$ cat src/rtl/mul_dispatch_pkg.sv
// rtl/mul_dispatch_pkg.sv - shared op codes and default widths for the mul/div dispatch slice
package mul_dispatch_pkg;

  localparam int XLEN_DEF  = 32;
  localparam int RW_DEF    = 5;
  localparam int DEPTH_DEF = 2;

  // RISC-V M-extension funct3 encodings carried on exe_para/mul_para
  typedef enum logic [2:0] {
    OP_MUL    = 3'd0,
    OP_MULH   = 3'd1,
    OP_MULHSU = 3'd2,
    OP_MULHU  = 3'd3,
    OP_DIV    = 3'd4,
    OP_DIVU   = 3'd5,
    OP_REM    = 3'd6,
    OP_REMU   = 3'd7
  } funct3_e;

endpackage

$ cat src/rtl/mul_tag_fifo.sv
// rtl/mul_tag_fifo.sv - in-order FIFO of destination registers for ops outstanding in mul
module mul_tag_fifo
  import mul_dispatch_pkg::*;
#(
  parameter int DEPTH = DEPTH_DEF,
  parameter int RW    = RW_DEF
) (
  input  logic              clk,
  input  logic              rst,
  input  logic              flush,
  input  logic              push,
  input  logic [RW-1:0]     push_rd,
  input  logic              pop,
  output logic [RW-1:0]     pop_rd,
  output logic              full,
  output logic              empty,
  output logic [2**RW-1:0]  busy_map
);

  // DEPTH is a power of two, so PW-bit pointers wrap on their own
  localparam int PW = (DEPTH > 1) ? $clog2(DEPTH) : 1;

  logic [RW-1:0] mem [DEPTH];
  logic [PW-1:0] wr_ptr;
  logic [PW-1:0] rd_ptr;
  logic [PW:0]   count;
  logic          do_push;
  logic          do_pop;

  assign full    = (count == (PW+1)'(DEPTH));
  assign empty   = (count == '0);
  assign do_pop  = pop & ~empty;
  assign do_push = push & (~full | do_pop);
  assign pop_rd  = mem[rd_ptr];

  // Pointer/count bookkeeping; a flush drops every outstanding tag at once
  always_ff @(posedge clk or posedge rst) begin
    if (rst) begin
      wr_ptr <= '0;
      rd_ptr <= '0;
      count  <= '0;
      for (int i = 0; i < DEPTH; i++) mem[i] <= '0;
    end else if (flush) begin
      wr_ptr <= '0;
      rd_ptr <= '0;
      count  <= '0;
    end else begin
      if (do_push) begin
        mem[wr_ptr] <= push_rd;
        wr_ptr      <= wr_ptr + 1'b1;
      end
      if (do_pop) rd_ptr <= rd_ptr + 1'b1;
      if (do_push && !do_pop)      count <= count + 1'b1;
      else if (do_pop && !do_push) count <= count - 1'b1;
    end
  end

  // Decode every live entry (distance from rd_ptr below count) into a register bitmap
  always_comb begin
    busy_map = '0;
    for (int i = 0; i < DEPTH; i++) begin
      logic [PW-1:0] off;
      off = PW'(i) - rd_ptr;
      if ({1'b0, off} < count) busy_map[mem[i]] = 1'b1;
    end
  end

endmodule

$ cat src/rtl/mul_dispatch.sv
// rtl/mul_dispatch.sv - issue side of the mul/div protocol: request register, tag tracking, writeback
module mul_dispatch
  import mul_dispatch_pkg::*;
#(
  parameter int XLEN  = XLEN_DEF,
  parameter int DEPTH = DEPTH_DEF,
  parameter int RW    = RW_DEF
) (
  input  logic              clk,
  input  logic              rst,
  input  logic              clear_pipeline,
  input  logic              exe_vld,
  input  logic [2:0]        exe_para,
  input  logic [XLEN-1:0]   exe_rs0,
  input  logic [XLEN-1:0]   exe_rs1,
  input  logic [RW-1:0]     exe_rd,
  output logic              exe_rdy,
  output logic              mul_initial,
  output logic [2:0]        mul_para,
  output logic [XLEN-1:0]   mul_rs0,
  output logic [XLEN-1:0]   mul_rs1,
  input  logic              mul_ready,
  input  logic              mul_finished,
  input  logic [XLEN-1:0]   mul_data,
  output logic              mul_ack,
  output logic              wb_vld,
  output logic [RW-1:0]     wb_rd,
  output logic [XLEN-1:0]   wb_data,
  input  logic              wb_rdy,
  output logic [2**RW-1:0]  busy_rd
);

  logic             req_vld;
  logic [RW-1:0]    req_rd;
  logic             issue;
  logic             accept;
  logic             tagq_full;
  logic             tagq_empty;
  logic [RW-1:0]    tag_rd;
  logic [2**RW-1:0] tag_busy;
  logic             tag_pop;
  logic             wb_load;

  // An op can leave the request register only if a tag slot is free to remember its rd
  assign issue       = req_vld & mul_ready & ~tagq_full & ~clear_pipeline;
  assign mul_initial = issue;
  assign exe_rdy     = (~req_vld | issue) & ~clear_pipeline & ~rst;
  assign accept      = exe_vld & exe_rdy;

  // Orphan results (no tag left after a flush) are always swallowed so mul never stalls
  assign mul_ack = mul_finished & ~clear_pipeline & (tagq_empty | ~wb_vld | wb_rdy);
  assign tag_pop = mul_ack & ~tagq_empty;
  assign wb_load = tag_pop & (tag_rd != '0);

  // Request register: operands stay frozen on mul_* until the op is issued
  always_ff @(posedge clk or posedge rst) begin
    if (rst) begin
      req_vld  <= 1'b0;
      req_rd   <= '0;
      mul_para <= '0;
      mul_rs0  <= '0;
      mul_rs1  <= '0;
    end else if (clear_pipeline) begin
      req_vld <= 1'b0;
    end else if (accept) begin
      req_vld  <= 1'b1;
      req_rd   <= exe_rd;
      mul_para <= exe_para;
      mul_rs0  <= exe_rs0;
      mul_rs1  <= exe_rs1;
    end else if (issue) begin
      req_vld <= 1'b0;
    end
  end

  mul_tag_fifo #(
    .DEPTH (DEPTH),
    .RW    (RW)
  ) u_tagq (
    .clk      (clk),
    .rst      (rst),
    .flush    (clear_pipeline),
    .push     (issue),
    .push_rd  (req_rd),
    .pop      (tag_pop),
    .pop_rd   (tag_rd),
    .full     (tagq_full),
    .empty    (tagq_empty),
    .busy_map (tag_busy)
  );

  // Writeback register: survives a flush because its instruction is already committed
  always_ff @(posedge clk or posedge rst) begin
    if (rst) begin
      wb_vld  <= 1'b0;
      wb_rd   <= '0;
      wb_data <= '0;
    end else if (wb_load) begin
      wb_vld  <= 1'b1;
      wb_rd   <= tag_rd;
      wb_data <= mul_data;
    end else if (wb_vld && wb_rdy) begin
      wb_vld <= 1'b0;
    end
  end

  // Hazard bitmap: pending request, in-flight tags and unretired writeback; x0 never busy
  always_comb begin
    busy_rd = tag_busy;
    if (req_vld) busy_rd[req_rd] = 1'b1;
    if (wb_vld)  busy_rd[wb_rd]  = 1'b1;
    busy_rd[0] = 1'b0;
  end

endmodule
$ cat config.mk
export PLATFORM = sky130hd
export DESIGN_NAME = mul_dispatch
export DESIGN_NICKNAME = d
export VERILOG_FILES = /design/src/rtl/mul_dispatch_pkg.sv /design/src/rtl/mul_tag_fifo.sv /design/src/rtl/mul_dispatch.sv
export SDC_FILE = /design/constraint.sdc
export NUM_CORES = 1
export LEC_CHECK = 0
export CORE_UTILIZATION = 40
export CTS_BUF_LIST = sky130_fd_sc_hd__clkbuf_16
export DETAILED_ROUTE_END_ITERATION = 12
export PLACE_DENSITY = 0.76
export REMOVE_ABC_BUFFERS = 1
export SKIP_LAST_GASP = 1
export SLEW_MARGIN = 10
export SYNTH_ARGS = -nofsm -noshare
export SYNTH_HDL_FRONTEND = slang
export SYNTH_SLANG_ARGS = --single-unit
$ cat constraint.sdc
create_clock -name clk -period 6.5 [get_ports clk]
set_input_delay 1.95 -clock clk [delete_from_list [all_inputs] [get_ports clk]]
set_output_delay 1.95 -clock clk [all_outputs]
set_load 0.005 [all_outputs]
==> run summary, run 1 <==
Number of global-route vias before repair = 5108
Startpoint-to-endpoint class of the critical path = in -> out
Unrepaired setup endpoints after global routing = no
Data arrival at the endpoint of the critical path = 3.59 ns
# resized after CTS = 0
Remaining number of nets flagged by the antenna check after routing = 0
Number of warnings issued by yosys = 0
Global routing usage summed across all routing layers = 0.243
Via count = 4857
Final Max Tran Viols = 0
Cell accounting for the most synthesized area = dfrtp_1
Post-CTS Hold Buffers = 0
CTS tree = yes
Hold Fails Final Rpt = 0
Diode insertion count for antenna repair = 0
Total power = 2.90 mW
Last weighted congestion value of the routability-driven placer = 0.853
Maximum VDD drop = 0.290 mV
Max FO, Critical Path = 9
Transition at the pin with the smallest max-transition slack = 1.08 ns
Post-detailed-routing wire length = 18.2 mm
Average instance area after synthesis = 13.1 sq um
Ratio of cells with drive above 1 in the final layout = 0.226
Part of the total power dissipated in the clock network = 0.304
Worst-case setup slack after placement = 0.934 ns
Fillers = 1109
Drt first-iter violations = 374
Count of buffers inserted at the top-level ports = 249
Cell count after synthesis = 454
Starting Density = 0.410
Worst clock skew on the final layout = 0.0128 ns
Fin nets = 801
Clock Path Buffers = 2
Crit. End Element = output pin
Total of endpoints with negative setup slack in the final report = 0
Unique masters post-synth = 42
Flip-flop and latch count after synthesis = 125
Number of buffers added by the clock tree synthesis step = 17
Prevailing post-synth register cell = dfrtp_1
Maximum number of pins on one net before global-route repair = 89
Number of sinks handled by clock tree synthesis = 125
Share of power burned in registers = 0.395
Commonest cells post-synth = dfrtp_1 (125), mux2_2 (89), o221ai_1 (31)
Combinational Power Share = 0.301
Placed cell count = 855
Cell row count = 44
Wire length of the first global-routing pass = 27.6 mm
Async SR Flop Fraction = 1.00
Worst reg-to-reg setup slack = 4.04 ns
Cell area after technology mapping = 0.00593 sq mm
Switching part of the total = 0.285
Clock transition at the registers of the reported paths = 0.06 ns
Gr ovfl total = 0
Launching element type of the critical path = input port
DR vias/cell = 5.48
Top-level I/O count = 251
Vert. Die Dim = 124 microns
Detailed-route DRC error count = 0
Total core area = 0.0145 sq mm
Antenna violations before repair = 0
Final Util = 0.624
Worst hold path type = reg -> reg
Syn-to-layout area delta = 52.3%
Setup slack of the critical path after layout = 0.963 ns
Clk root buf = clkbuf_16
Number of enable-type register cells in the synthesized netlist = 0
Sw Pwr = 825 uW
Internal power summed over all cells = 2.07 mW
Sequential element share of the synthesized area = 0.527
Final HPWL from detailed placement = 13.2 mm
Non-filler cells in the finished layout = 886
Pwr Density = 321 mW/mm^2
H-tree depth reported by CTS = 4
Peak clock frequency supported by timing = 181 MHz
CP Data Required Time = 4.55 ns
Most numerous cell in the Yosys netlist = dfrtp_1
Buffer count from post-CTS setup fixing = 0
Routed length per placed instance = 20.6 microns
Largest cells by area after synthesis = dfrtp_1 (53%), mux2_2 (17%), mux2_4 (6.6%)
Status = complete, no violations
Leakage power figure = 3.74 nW
Minimum clock period = 5.54 ns
Final critical-path share of the clock period = 0.852
Maximum Capacitance Violations = 0
Slew HR = 0.277
Worst skew pair latency = 0.41 ns
Width of the die = 124 microns
Post-synth top area share = 0.527
Area enclosed by the die boundary = 0.0153 sq mm
Fin Setup TNS = 0 ns
Drt first pass iters = 5
## through the flow
stage / area [sq um] / hold WS (ns)
floorplan: 5740 / 0.504
global placement: 8490 / 0.488
detailed placement: 8490 / 0.491
CTS: 9040 / 0.505
global route: 9040 / 0.516
finish: 9040 / 0.505
## path summary, 6_finish.rpt
| check | depth (start not counted) | start | end |
|---|---|---|---|
| setup reg to reg | 4 | u_tagq.mem[3] | wb_data[31] |
| max in group asynchronous | 3 | rst | u_tagq.rd_ptr |
| setup / recovery | 3 | clear_pipeline | mul_initial |
| min in group asynchronous | 2 | rst | req_rd[1] |
| hold reg to reg | 1 | mul_rs1[1] | mul_rs1[1] |
| hold / removal | 1 | mul_rs1[1] | mul_rs1[1] |
## cell type report
cell class / count / area [sq um] / area share
flip-flops and latches: 125 / 3130 / 0.346
multi-input cells: 291 / 2610 / 0.289
repair buffers: 250 / 2500 / 0.277
clock buffers: 17 / 425 / 0.0471
well taps: 184 / 230 / 0.0255
clock inverters: 14 / 120 / 0.0133
inverters: 5 / 21.3 / 0.00235
## power groups by stage
stage | registers [mW] | clock network, mW | logic, mW
global route | 1.17 | 0.933 | 0.925
floorplan | 1.12 | 0 | 0.329
CTS | 1.14 | 0.895 | 0.879
finish | 1.14 | 0.882 | 0.871
global placement | 1.14 | 0 | 0.859
detailed placement | 1.15 | 0 | 0.873
## critical path, stage by stage
cell	delay, ns
clkdlybuf4s50_1	0.59
nor4b_2	0.45
clkdlybuf4s50_1	0.59
## placed cells by master, fill, tap and decap left out, types with 2 or more instances in the layout
cell type        netlist  routed
clkbuf_16              0      17
clkdlybuf4s50_1        0     249
or3_1                  4       4
nand2_1               10      10
or3b_2                 7       7
dfrtp_1              125     125
mux2_4                26      26
clkinv_2               0       3
a21o_1                 4       3
nand3_1                4       3
o21ai_0                2       2
clkinv_4               0       3
inv_6                  0       3
a31oi_1                2       2
mux2i_1                6       6
xnor2_1                2       2
nor4_1                 2       2
and2_1                 3       3
nor2_1                23      23
nand3b_1               8       8
o221ai_1              31      31
mux2_2                89      89
a22oi_1               28      28
clkinvlp_4             0       2
nand2b_1               9       9
inv_1                  4       4
nor3_1                 5       5
nor2b_1                6       6
a21oi_1                7       7
## cells by family after synthesis
logic type,after synthesis,share of synthesized area
other cells,1,0.000632
simple gates,88,0.0864
mux,122,0.247
buf+inv,38,0.0352
compound gates,77,0.0995
xor+xnor,3,0.00443
flops,125,0.527
## metal layers
| layer | GRT usage | part of all wire | vias up |
|---|---|---|---|
| li1 | - | - | 2150 |
| met2 | 0.405 | 0.50 | 274 |
| met1 | 0.281 | 0.38 | 2396 |
| met4 | 0.0926 | 0.025 | 0 |
| met3 | 0.0948 | 0.096 | 37 |
| met5 | 0 | 0 | - |
## registers in the layout, indices dropped and copies added (netlist names)
signal / flops
wb_vld: 1
u_tagq.mem: 10
u_tagq.wr_ptr: 1
req_rd: 5
mul_rs1: 32
u_tagq.count: 2
wb_data: 32
req_vld: 1
u_tagq.rd_ptr: 1
mul_para: 3
wb_rd: 5
mul_rs0: 32
Power figures use the tool's default switching activity.
==> inputs of run 2 (changes only) <==
--- a/config.mk
+++ b/config.mk
@@ -6,7 +6,7 @@
 export NUM_CORES = 1
 export LEC_CHECK = 0
 export CORE_UTILIZATION = 40
-export CTS_BUF_LIST = sky130_fd_sc_hd__clkbuf_16
+export CTS_BUF_LIST = sky130_fd_sc_hd__clkbuf_8
 export DETAILED_ROUTE_END_ITERATION = 12
 export PLACE_DENSITY = 0.76
 export REMOVE_ABC_BUFFERS = 1
==> run 2 against run 1 <==
Power down 8.6%. Global-route usage is 0.33 points lower. Combinational power hardly changed. Register-to-register slack better by 0.02 ns. Largest power group unchanged. Maximum frequency fell by 0.20%. First-iteration DRC count decreased by 9.6%. Largest cell class unchanged. Sequential power about the same. Worst setup slack worse by 0.011 ns. Critical endpoint unchanged. Critical path depth unchanged. Sequential share of layout area rose by 0.71 points.
==> run summary, run 2 (synthesized netlist as in run 1, its figures left out) <==
Hold Fails Final Rpt = 0 (unchanged)
Regs by FF count = mul_rs0: 32 flops, mul_rs1: 32 flops, wb_data: 32 flops
Drt first-iter violations = 338 (-9.6%)
Critical Path Most Common Cell = clkdlybuf4s50_1
Detailed-route DRC error count = 0 (unchanged)
Clock transition at the registers of the reported paths = 0.08 ns (+0.02 ns)
Non-filler cells in the finished layout = 886 (unchanged)
Clk root buf = clkbuf_8
Commonest cells after routing, fill and taps aside = clkdlybuf4s50_1 (249), dfrtp_1 (125), mux2_2 (89)
Global routing usage summed across all routing layers = 0.240 (-0.00326)
CTS tree = yes
H-tree depth reported by CTS = 4 (unchanged)
Syn-to-layout area delta = 49.2%
Leakage power figure = 3.66 nW (-2.2%)
Buffer count from post-CTS setup fixing = 0 (unchanged)
End of the critical path = mul_initial
Gr ovfl total = 0 (unchanged)
Cell row count = 44 (unchanged)
Setup slack of the critical path after layout = 0.952 ns (-0.0109 ns)
Worst-case setup slack after placement = 0.934 ns (unchanged)
Final Max Tran Viols = 0 (unchanged)
Crit. Startpoint = clear_pipeline
Crit. End Element = output pin
Crit path buffers/inverters = 2 (unchanged)
Antenna violations before repair = 0 (unchanged)
Worst reg2reg path startpoint = u_tagq.mem[7]
Worst clock skew on the final layout = 0.0113 ns (-0.00152 ns)
Starting Density = 0.410 (unchanged)
Worst stage delay on the critical path = 0.60 ns (about the same)
Peak clock frequency supported by timing = 180 MHz (-0.20%)
Routed length per placed instance = 20.4 microns (-0.58%)
Maximum number of pins on one net before global-route repair = 89 (unchanged)
Via count = 4894 (+0.76%)
Post-detailed-routing wire length = 18.1 mm (-0.58%)
# resized after CTS = 0 (unchanged)
Transition at the pin with the smallest max-transition slack = 1.07 ns (-0.0116 ns)
Launching element type of the critical path = input port
Number of buffers added by the clock tree synthesis step = 17 (unchanged)
CP Data Required Time = 4.55 ns (about the same)
Total of endpoints with negative setup slack in the final report = 0 (unchanged)
Most frequent standard cell in the layout excluding fill and tap cells = clkdlybuf4s50_1
Maximum VDD drop = 0.206 mV (-29%)
Maximum Capacitance Violations = 0 (unchanged)
Data arrival at the endpoint of the critical path = 3.60 ns (about the same)
Minimum clock period = 5.55 ns (+0.0109 ns)
Fin nets = 801 (unchanged)
Top-level I/O count = 251 (unchanged)
Ratio of cells with drive above 1 in the final layout = 0.228 (+0.00142)
Area enclosed by the die boundary = 0.0153 sq mm (unchanged)
Terminus of the critical flop-to-flop path = wb_data[31]
Final critical-path share of the clock period = 0.854 (+0.00168)
Total power = 2.65 mW (-8.6%)
Top Family by Delay on Critical Path = buffers and inverters
Total core area = 0.0145 sq mm (unchanged)
Remaining number of nets flagged by the antenna check after routing = 0 (unchanged)
Number of global-route vias before repair = 5057 (-1.0%)
Drt first pass iters = 8 (+3)
Status = complete, no violations
Diode insertion count for antenna repair = 0 (unchanged)
Placed cell areas = 0.00849 sq mm (unchanged)
Logic depth of the worst path, buffers included = 3 (unchanged)
Critical Path Slowest Stage Cell = clkdlybuf4s50_1
Number of sinks handled by clock tree synthesis = 125 (unchanged)
Last weighted congestion value of the routability-driven placer = 0.853 (unchanged)
Final Util = 0.612 (-0.0125)
Slew HR = 0.285 (+0.00773)
Pwr Density = 299 mW/mm^2 (-6.7%)
Worst reg-to-reg setup slack = 4.06 ns (+0.02 ns)
Final HPWL from detailed placement = 13.2 mm (unchanged)
Placed cell count = 855 (unchanged)
Wire length of the first global-routing pass = 27.2 mm (-1.2%)
Fin area = 0.00885 sq mm (-2.0%)
R2r worst-path depth = 4 (unchanged)
Minimum hold slack = 0.509 ns (+0.00432 ns)
Worst skew pair latency = 0.43 ns (+0.02 ns)
Critical path, cell by cell = clkdlybuf4s50_1, nor4b_2, clkdlybuf4s50_1
Clock Path Buffers = 2 (unchanged)
Unrepaired setup endpoints after global routing = no
Worst hold path type = reg -> reg
Count of buffers inserted at the top-level ports = 249 (unchanged)
Max FO, Critical Path = 9 (unchanged)
Post-CTS Hold Buffers = 0 (unchanged)
Startpoint-to-endpoint class of the critical path = in -> out
DR vias/cell = 5.52 (+0.76%)
Fin Setup TNS = 0 ns (unchanged)
Vert. Die Dim = 124 microns (unchanged)
Width of the die = 124 microns (unchanged)
==> run 2: worst min path at each step <==
stage | start | to | cells past startpoint
floorplan | wb_data[25] | wb_data[25] | 1
global placement | mul_rs0[2] | mul_rs0[2] | 1
detailed placement | wb_data[4] | wb_data[4] | 1
CTS | mul_rs0[0] | mul_rs0[0] | 1
global route | mul_rs1[4] | mul_rs1[4] | 1
finish | mul_rs1[25] | mul_rs1[25] | 1
==> run 2: power by group <==
group / switching [mW] / internal [mW]
combinational: 0.298 / 0.574
sequential: 0.168 / 0.973
clock: 0.325 / 0.311
==> run 2: final cells by class <==
cell class / instances / area (sq um)
fill: 1133 / 5620
sequential: 125 / 3130
multi-input combinational: 291 / 2610
timing repair buffer: 250 / 2500
clock buffer: 18 / 248
tap: 184 / 230
clock inverter: 13 / 116
inverter: 5 / 21.3
==> run 2: per-layer routing <==
layer  GRT usage  up-vias  share of wire
met5           0        -              0
met4      0.0926        0          0.030
met3      0.0957       50           0.10
met2       0.399      284           0.50
met1       0.276     2404           0.37
li1            -     2156              -
==> inputs of run 3 (changes only) <==
--- a/config.mk
+++ b/config.mk
@@ -5,10 +5,11 @@
 export SDC_FILE = /design/constraint.sdc
 export NUM_CORES = 1
 export LEC_CHECK = 0
+export ABC_AREA = 1
 export CORE_UTILIZATION = 40
 export CTS_BUF_LIST = sky130_fd_sc_hd__clkbuf_8
 export DETAILED_ROUTE_END_ITERATION = 12
-export PLACE_DENSITY = 0.76
+export PLACE_DENSITY = 0.75
 export REMOVE_ABC_BUFFERS = 1
 export SKIP_LAST_GASP = 1
 export SLEW_MARGIN = 10
==> run 3 against run 2 <==
Critical path depth grew 3. Global-route usage shrank 0.57 points. Via count grew 31%. Clock power grew 6.9%. Cell count grew 44%. Critical path type unchanged. Critical endpoint is now exe_rdy.
==> run summary, run 3 <==
Status = complete, no violations
Cell area after technology mapping = 0.00628 sq mm (+5.8%)
Prevailing post-synth register cell = dfrtp_1
Area enclosed by the die boundary = 0.0162 sq mm (+5.7%)
Most frequent standard cell in the layout excluding fill and tap cells = nand2_1
Width of the die = 127 microns (+2.8%)
Commonest cells post-synth = nand2_1 (365), nand3_1 (131), dfrtp_1 (125)
Global routing usage summed across all routing layers = 0.234 (-0.00568)
Regs by FF count = mul_rs0: 32 flops, mul_rs1: 32 flops, wb_data: 32 flops
Worst reg-to-reg setup slack = 4.15 ns (+0.09 ns)
Antenna violations before repair = 0 (unchanged)
Launching element type of the critical path = input port
Slew HR = 0.108 (-0.177)
Switching part of the total = 0.353 (+0.0546)
CP Data Required Time = 4.55 ns (about the same)
Largest cells by area after synthesis = dfrtp_1 (50%), nand2_1 (22%), nand3_1 (10%)
# resized after CTS = 0 (unchanged)
Max FO, Critical Path = 6 (-3)
Worst hold path type = reg -> reg
Total core area = 0.0153 sq mm (+5.4%)
Crit. End Element = output pin
Uppermost signal routing layer after detailed routing = met4
Drt first pass iters = 6 (-2)
Ratio of cells with drive above 1 in the final layout = 0.0572 (-0.171)
Top-level I/O count = 251 (unchanged)
CTS tree = yes
Hold Fails Final Rpt = 0 (unchanged)
Number of warnings issued by yosys = 0 (unchanged)
Peak clock frequency supported by timing = 184 MHz (+2.4%)
Most numerous cell in the Yosys netlist = nand2_1
Average instance area after synthesis = 7.67 sq um (-41%)
Combinational Power Share = 0.372 (+0.043)
Async SR Flop Fraction = 1.00 (unchanged)
Sequential element share of the synthesized area = 0.498 (-0.0291)
Remaining number of nets flagged by the antenna check after routing = 0 (unchanged)
Sw Pwr = 1.04 mW (+31%)
Cell row count = 45 (+2.3%)
Via count = 6417 (+31%)
Number of buffers added by the clock tree synthesis step = 17 (unchanged)
Clock transition at the registers of the reported paths = 0.08 ns (about the same)
Total of endpoints with negative setup slack in the final report = 0 (unchanged)
H-tree depth reported by CTS = 4 (unchanged)
Transition at the pin with the smallest max-transition slack = 1.33 ns (+0.256 ns)
Met3 layer wire length in the routed design = 2.02 mm (+11%)
Fin nets = 1165 (+45%)
Maximum number of pins on one net before global-route repair = 78 (-12%)
Clk root buf = clkbuf_8
Commonest cells after routing, fill and taps aside = nand2_1 (365), clkdlybuf4s50_1 (248), nand3_1 (131)
Starting Density = 0.412 (+0.00178)
Gr ovfl total = 0 (unchanged)
Routed length per placed instance = 14.8 microns (-28%)
Minimum clock period = 5.42 ns (-0.128 ns)
Final critical-path share of the clock period = 0.834 (-0.0197)
Worst clock skew on the final layout = 0.0152 ns (+0.00390 ns)
Pwr Density = 321 mW/mm^2 (+7.4%)
Vert. Die Dim = 127 microns (+2.8%)
Cell accounting for the most synthesized area = dfrtp_1
Amount of wire on met2 after detailed routing = 8.90 mm (-1.4%)
Post-detailed-routing wire length = 18.9 mm (+4.3%)
Number of global-route vias before repair = 5921 (+17%)
Leakage power figure = 4.32 nW (+18%)
Met1 routed wirelength after detailed routing = 7.61 mm (+13%)
Maximum Capacitance Violations = 0 (unchanged)
Cell count after synthesis = 819 (+80%)
Syn-to-layout area delta = 45.9%
Placed cell areas = 0.00877 sq mm (+3.2%)
Worst skew pair latency = 0.44 ns (about the same)
Last weighted congestion value of the routability-driven placer = 0.898 (+5.3%)
Share of power burned in registers = 0.397 (-0.034)
Buffer count from post-CTS setup fixing = 0 (unchanged)
Flip-flop and latch count after synthesis = 125 (unchanged)
Internal power summed over all cells = 1.90 mW (+2.5%)
Post-CTS Hold Buffers = 0 (unchanged)
Number of sinks handled by clock tree synthesis = 125 (unchanged)
Part of the total power dissipated in the clock network = 0.231 (-0.009)
Drt first-iter violations = 584 (+73%)
Data arrival at the endpoint of the critical path = 3.47 ns (-0.13 ns)
Wire length of the first global-routing pass = 29.6 mm (+8.7%)
Final HPWL from detailed placement = 13.3 mm (+0.61%)
Maximum VDD drop = 0.169 mV (-18%)
Final Max Tran Viols = 0 (unchanged)
Detailed-route DRC error count = 0 (unchanged)
Minimum hold slack = 0.472 ns (-0.0373 ns)
Unique masters post-synth = 28 (-33%)
Number of enable-type register cells in the synthesized netlist = 0 (unchanged)
Clock Path Buffers = 2 (unchanged)
Startpoint-to-endpoint class of the critical path = in -> out
Unrepaired setup endpoints after global routing = no
Fin area = 0.00916 sq mm (+3.5%)
Post-synth top area share = 0.498 (-0.0291)
Diode insertion count for antenna repair = 0 (unchanged)
DR vias/cell = 5.02 (-9.1%)
Count of buffers inserted at the top-level ports = 249 (unchanged)
==> run 3: changes by cell type after synthesis, sizes merged, moves of 25 or more <==
| cell | previous run | this run |
|---|---|---|
| a22oi | 28 | 0 |
| inv | 5 | 43 |
| mux2 | 116 | 0 |
| nand2 | 10 | 377 |
| nand3 | 4 | 132 |
| nor3 | 6 | 31 |
| o221ai | 31 | 0 |
==> run 3: per-stage QoR <==
step | instances | worst slack, ns | utilization | TNS (ns) | power [mW]
4_1_cts | 1278 | 1.07 | 0.600 | 0 | 2.97
6_report | 1278 | 1.08 | 0.600 | 0 | 2.94
3_5_place_dp | 1246 | 1.08 | 0.574 | 0 | 2.28
3_3_place_gp | 1246 | 1.08 | 0.574 | 0 | 2.27
2_1_floorplan | 779 | -1.77 | - | -98.33 | 1.61
5_1_grt | 1278 | 0.987 | 0.600 | 0 | 3.14
==> run 3: per-layer routing <==
| layer | GRT usage | vias up |
|---|---|---|
| met3 | 0.0779 | 34 |
| li1 | - | 3117 |
| met4 | 0.0840 | 0 |
| met5 | 0 | - |
| met1 | 0.286 | 2934 |
| met2 | 0.385 | 332 |
==> run 3: cell families after synthesis <==
group,after synthesis,synth area share
AOI/OAI and AO/OA,27,0.0233
buffers and inverters,83,0.0785
DFF,125,0.498
other,1,0.000597
and+or+nand+nor,583,0.400
==> run 3: path summary, 6_finish.rpt <==
check                              end  depth (start not counted)      startpoint
setup / recovery               exe_rdy                          6  clear_pipeline
hold / removal             wb_data[28]                          2     wb_data[28]
setup reg to reg           wb_data[24]                          8   u_tagq.rd_ptr
hold reg to reg            wb_data[28]                          2     wb_data[28]
max in group asynchronous  wb_data[12]                          4             rst
min in group asynchronous   mul_rs0[3]                          3             rst
==> run 3: power groups by stage <==
stage | Combinational [mW] | Clock, mW | Sequential, mW
after floorplan | 0.436 | 0 | 1.17
after global placement | 1.09 | 0 | 1.17
after detailed placement | 1.10 | 0 | 1.18
after CTS | 1.10 | 0.700 | 1.17
after global routing | 1.21 | 0.732 | 1.20
final | 1.09 | 0.680 | 1.17
==> run 3: critical path: stages <==
cell and delay [ns]:
clkdlybuf4s50_1 0.39, buf_4 0.17, inv_1 0.13, nand2_1 0.10, a21oi_4 0.18, clkdlybuf4s50_1 0.54
==> run 3: layout make-up <==
class	count	area (sq um)
Timing Repair Buffer	256	2540
Clock buffer	17	234
Multi-Input combinational cell	611	2670
Clock inverter	15	161
Sequential cell	125	3130
Tap cell	211	264
Fill cell	1372	6100
Inverter	43	166
